### src/rtl/pipe_ctrl.sv
// Pipeline control carrier and hazard unit: carries decoded control ID->EX->MEM->WB, one cycle per boundary.
// Holds PC and IF/ID for one cycle on a load-use hazard and flushes two slots on a taken branch/jump.
module pipe_ctrl (
  input  logic       clk,
  input  logic       rst,
  input  logic       id_valid,
  input  logic [4:0] id_rs,
  input  logic [4:0] id_rt,
  input  logic [4:0] id_rd,
  input  logic       id_RegDst,
  input  logic       id_ALUSrc,
  input  logic       id_MemtoReg,
  input  logic       id_RegWrite,
  input  logic       id_MemRead,
  input  logic       id_MemWrite,
  input  logic       id_Branch,
  input  logic       id_Jump,
  input  logic [1:0] id_ALUOp,
  input  logic       ex_zero,
  output logic       pc_write,
  output logic       ifid_write,
  output logic       ifid_flush,
  output logic [1:0] pc_src,
  output logic       ex_ALUSrc,
  output logic [1:0] ex_ALUOp,
  output logic [4:0] ex_wreg,
  output logic [1:0] fwd_a,
  output logic [1:0] fwd_b,
  output logic       mem_MemRead,
  output logic       mem_MemWrite,
  output logic [4:0] mem_wreg,
  output logic       wb_RegWrite,
  output logic       wb_MemtoReg,
  output logic [4:0] wb_wreg
);

  typedef struct packed {
    logic       alu_src;
    logic [1:0] alu_op;
    logic       reg_write;
    logic       mem_to_reg;
    logic       mem_read;
    logic       mem_write;
    logic       branch;
    logic       jump;
    logic [4:0] rs;
    logic [4:0] rt;
    logic [4:0] wreg;
  } idex_t;

  typedef struct packed {
    logic       reg_write;
    logic       mem_to_reg;
    logic       mem_read;
    logic       mem_write;
    logic [4:0] wreg;
  } exmem_t;

  typedef struct packed {
    logic       reg_write;
    logic       mem_to_reg;
    logic [4:0] wreg;
  } memwb_t;

  idex_t  idex_d, idex_q;
  exmem_t exmem_d, exmem_q;
  memwb_t memwb_d, memwb_q;
  logic   stall, taken;

  // MEM result is newer than WB, so it wins; $0 never forwards.
  function automatic logic [1:0] fwd_sel(input logic [4:0] src, input exmem_t m, input memwb_t w);
    if (m.reg_write && (m.wreg != 5'd0) && (m.wreg == src))
      return 2'b10;
    else if (w.reg_write && (w.wreg != 5'd0) && (w.wreg == src))
      return 2'b01;
    else
      return 2'b00;
  endfunction

  always_comb begin
    stall = id_valid & idex_q.mem_read & (idex_q.wreg != 5'd0) &
            ((idex_q.wreg == id_rs) | (idex_q.wreg == id_rt));
    taken = idex_q.jump | (idex_q.branch & ex_zero);

    pc_src = 2'b00;
    if (idex_q.jump)
      pc_src = 2'b10;
    else if (idex_q.branch & ex_zero)
      pc_src = 2'b01;

    pc_write   = ~stall | taken;
    ifid_write = ~stall | taken;
    ifid_flush = taken;

    idex_d = '0;
    if (id_valid && !stall && !taken) begin
      idex_d.alu_src    = id_ALUSrc;
      idex_d.alu_op     = id_ALUOp;
      idex_d.reg_write  = id_RegWrite;
      // Non-writing instructions carry no destination, masking decoder don't-cares.
      idex_d.mem_to_reg = id_RegWrite & id_MemtoReg;
      idex_d.mem_read   = id_MemRead;
      idex_d.mem_write  = id_MemWrite;
      idex_d.branch     = id_Branch;
      idex_d.jump       = id_Jump;
      idex_d.rs         = id_rs;
      idex_d.rt         = id_rt;
      idex_d.wreg       = id_RegWrite ? (id_RegDst ? id_rd : id_rt) : 5'd0;
    end

    exmem_d.reg_write  = idex_q.reg_write;
    exmem_d.mem_to_reg = idex_q.mem_to_reg;
    exmem_d.mem_read   = idex_q.mem_read;
    exmem_d.mem_write  = idex_q.mem_write;
    exmem_d.wreg       = idex_q.wreg;

    memwb_d.reg_write  = exmem_q.reg_write;
    memwb_d.mem_to_reg = exmem_q.mem_to_reg;
    memwb_d.wreg       = exmem_q.wreg;

    fwd_a = fwd_sel(idex_q.rs, exmem_q, memwb_q);
    fwd_b = fwd_sel(idex_q.rt, exmem_q, memwb_q);
  end

  always_ff @(posedge clk) begin
    if (rst) begin
      idex_q  <= '0;
      exmem_q <= '0;
      memwb_q <= '0;
    end else begin
      idex_q  <= idex_d;
      exmem_q <= exmem_d;
      memwb_q <= memwb_d;
    end
  end

  assign ex_ALUSrc    = idex_q.alu_src;
  assign ex_ALUOp     = idex_q.alu_op;
  assign ex_wreg      = idex_q.wreg;
  assign mem_MemRead  = exmem_q.mem_read;
  assign mem_MemWrite = exmem_q.mem_write;
  assign mem_wreg     = exmem_q.wreg;
  assign wb_RegWrite  = memwb_q.reg_write;
  assign wb_MemtoReg  = memwb_q.mem_to_reg;
  assign wb_wreg      = memwb_q.wreg;

endmodule
### config.mk
export PLATFORM = sky130hd
export DESIGN_NAME = pipe_ctrl
export DESIGN_NICKNAME = d
export VERILOG_FILES = /design/src/rtl/pipe_ctrl.sv
export SDC_FILE = /design/constraint.sdc
export NUM_CORES = 1
export LEC_CHECK = 0
export BUFFER_PORTS_ARGS = -buffer_cell sky130_fd_sc_hd__buf_4
export CAP_MARGIN = 40
export CORE_AREA = 2 2 64 66
export DETAILED_ROUTE_END_ITERATION = 16
export DIE_AREA = 0 0 66 68
export HOLD_SLACK_MARGIN = 0.03
export PLACE_DENSITY_LB_ADDON = 0.25
export SYNTH_ARGS = -nofsm -noshare
export SYNTH_HDL_FRONTEND = slang
export SYNTH_SLANG_ARGS = --single-unit
### constraint.sdc
create_clock -name clk -period 1.9 [get_ports clk]
set_input_delay 0.38 -clock clk [delete_from_list [all_inputs] [get_ports clk]]
set_output_delay 0.38 -clock clk [all_outputs]
set_load 0.005 [all_outputs]
==> qor.yml <==
pwr-share-seq_pct: 49.7
cp-start-kind: "flop"
timing.final.ws_setup_ps: -281.6
dr_total_vias: 1464
cts.clk_slew.worst_paths_ps: 80
max-cap-violations: 0
cp_slowest_cell: "or4_4"
die-area_mm2: 0.004488
finalHoldViolCount: 0
power.switching_mw: 0.4066
grt-ovfl-total: 0
power_leakage_nw: 1.126
avgViaCountPerCell: 4.913
synth.most_common_cell: "dfxtp_1"
routed_wl_um: 3846
fmax_ghz: 0.4584
h-tree-depth: 2
layout-drive-gt1-share_pct: 43.15
clockBufferDepth: 2
async_flop_share_pct: 0
dp.cells: 288
cpPeakStageDelay_ps: 530
numCtsBuffers: 5
rows: 23
synth_edf_count: 0
syn_area_per_cell_um2: 9.533
yosysWarningCount: 0
dieWidth_um: 66
synthesis.area_mm2: 0.001802
first_pass_iters: 4
post-route-drc-count: 0
min_path_type: "primary input to flop"
antenna_found_initial: 0
tightestPinTransition_ps: 294.0
die_h_um: 68
min_period_over_period_pct: 114.8
synth-seq-cells: 40
cts_sinks: 40
pwr-share-clk_pct: 38.3
synth.area.top_cells: "dfxtp_1, xnor2_1, nand3_1, xor2_1, a21oi_1"
internal_power_mw: 1.370
port_buffers: 59
yosys.area.top_type: "dfxtp_1"
final_max_slew_viol_count: 0
cts_tree: "yes"
rsz0062_at_grt: "true"
p_comb_share_pct: 12.0
crit_top_cell: "nor4_2"
synth_fp_nets: 218
setup-violations-final: 6
area_growth_pct: 36.53
crit_buf_inv: 1
power_switching_share_pct: 22.89
cp-end-kind: "output port"
synthFlopType: "dfxtp_1"
grt_max_degree: 25
wl_per_cell_um: 12.91
violations: "setup timing"
synth_top_area_share_pct: 44.44
path_class: "flop to output port"
critPathRequiredTime_ps: 1520
coreArea_mm2: 0.003856
fin_cells: 298
drtIter0Drc: 52
crit_chain: "or4_4 > o21ai_4 > nor4_2 > nor4_2 > buf_4"
finClkSkew_ps: 3.994
synth_cell_types: 25
n_antenna_cell: 0
vdd_drop_max_v: 0.0005434
grt_pass1_vias: 1322
nets: 276
powerDensity_mw_per_mm2: 722.3
fin_crit_ps: 2182
hold_ws_ps: 322.0
grt_pass1_wl_um: 6134
worst_ep_arrival_time_ps: 1800
postSynthCellCount: 189
place.gp.congestion: 0.7764
start_util_pct: 46.72
dp_hpwl_um: 2861
synth_common_cells: "dfxtp_1, nand3_1, a21oi_1"
ant_nets: 0
outcome: "finished, violations left"
clock_latency_ps: 290
slew_headroom_pct: 80.24
yosysSeqAreaShare_pct: 44.44
cts-root-buf: "clkbuf_8"
grt_usage_pct: 18.36
cp_top_family: "simple AND/OR/NAND/NOR gates"
crit_fanout: 2
io_pins: 60
power by group through the flow:
| stage | clock, mW | sequential, mW | combinational (mW) |
|---|---|---|---|
| after floorplan | 0 | 0.899 | 0.111 |
| after global placement | 0 | 0.903 | 0.200 |
| after detailed placement | 0 | 0.903 | 0.201 |
| after CTS | 0.696 | 0.882 | 0.205 |
| after global routing | 0.735 | 0.886 | 0.235 |
| final | 0.681 | 0.882 | 0.213 |
worst min-delay path: stages:
cell and delay [ps]:
buf_4 110, nand3_1 50, a21oi_1 30
path summary, 6_finish.rpt:
| path | startpoint | end | slack [ps] | cells past startpoint |
|---|---|---|---|---|
| hold / removal | id_Branch | idex_q[16]$_SDFF_PP0_ | 320 | 3 |
| hold reg to reg | exmem_q[7]$_SDFF_PP0_ | wb_MemtoReg$_SDFF_PP0_ | 440 | 1 |
| setup / recovery | mem_wreg[1]$_SDFF_PP0_ | fwd_a[0] | -280 | 5 |
| setup reg to reg | ex_wreg[0]$_SDFF_PP0_ | idex_q[10]$_SDFF_PP0_ | 350 | 4 |
final cells by class:
type | count | area, µm²
Clock buffer | 5 | 68.82
Clock inverter | 3 | 42.54
Fill cell | 339 | 1396
Inverter | 1 | 3.754
Multi-Input combinational cell | 124 | 902.1
Sequential cell | 40 | 809.5
Tap cell | 50 | 62.56
Timing Repair Buffer | 75 | 570.5
timing repair:
action,CTS,global route
pin swaps,0,3
setup endpoints to repair,6,6
hold endpoints to repair,0,0
gates resized for setup,5,12
buffers inserted,2,0
hold buffers,0,0
per-stage QoR:
stage	instance area, µm²	TNS [ps]	total power, mW	setup WS, ps	util, %
2_1_floorplan	1802	0	1.011	35.53	-
3_3_place_gp	2261	0	1.103	67.22	58.63
3_5_place_dp	2261	0	1.104	34.73	58.63
4_1_cts	2401	-1032	1.783	-292.1	62.26
5_1_grt	2460	-1232	1.856	-333.9	63.79
6_report	2460	-812.2	1.777	-281.6	63.79
kinds of logic (layout without fill, tap and decap cells):
group | after synthesis | count (layout) | share of synthesized area (%)
AND/OR/NAND/NOR | 60 | 60 | 19.24
AO/OA/AOI/OAI | 29 | 29 | 9.445
multiplexers | 5 | 5 | 3.125
XOR/XNOR | 30 | 30 | 14.58
flip-flops | 40 | 40 | 44.44
buffers and inverters | 25 | 84 | 9.166
flip-flops by register name, indices dropped and copies added, names as in the netlist:
signal,flops
wb_RegWrite,1
exmem_q,2
idex_q,12
mem_wreg,5
mem_MemRead,1
wb_MemtoReg,1
wb_wreg,5
exmem_d,4
mem_MemWrite,1
ex_ALUSrc,1
ex_wreg,5
ex_ALUOp,2
layer usage:
metal / GRT usage (%) / wire length [µm]
met5: 0 / 0
met4: 6.888 / 61
met3: 5.428 / 210
met2: 32.58 / 1967
met1: 20.98 / 1607
placed cells by master (no fill, tap or decap):
| cell type | count |
|---|---|
| or3_4 | 1 |
| bufinv_16 | 1 |
| dfxtp_2 | 4 |
| mux2_2 | 5 |
| clkinvlp_4 | 1 |
| dfxtp_1 | 35 |
| o311a_4 | 1 |
| dfxtp_4 | 1 |
| inv_1 | 1 |
| xnor2_1 | 14 |
| nor4_2 | 4 |
| o21ai_1 | 1 |
| a21oi_2 | 2 |
| nand3_1 | 26 |
| clkbuf_8 | 5 |
| nand2_1 | 4 |
| a21oi_1 | 23 |
| or4_1 | 3 |
| or4_4 | 1 |
| buf_6 | 2 |
| nand3_4 | 1 |
| clkinv_2 | 1 |
| o21ai_4 | 1 |
| xor2_1 | 14 |
| o22ai_2 | 1 |
| buf_4 | 73 |
| nor2_1 | 1 |
| and2_1 | 1 |
| xnor2_2 | 2 |
| nand4_1 | 1 |
| nor2b_1 | 17 |
Note: power is estimated with default switching activity, not from simulation.
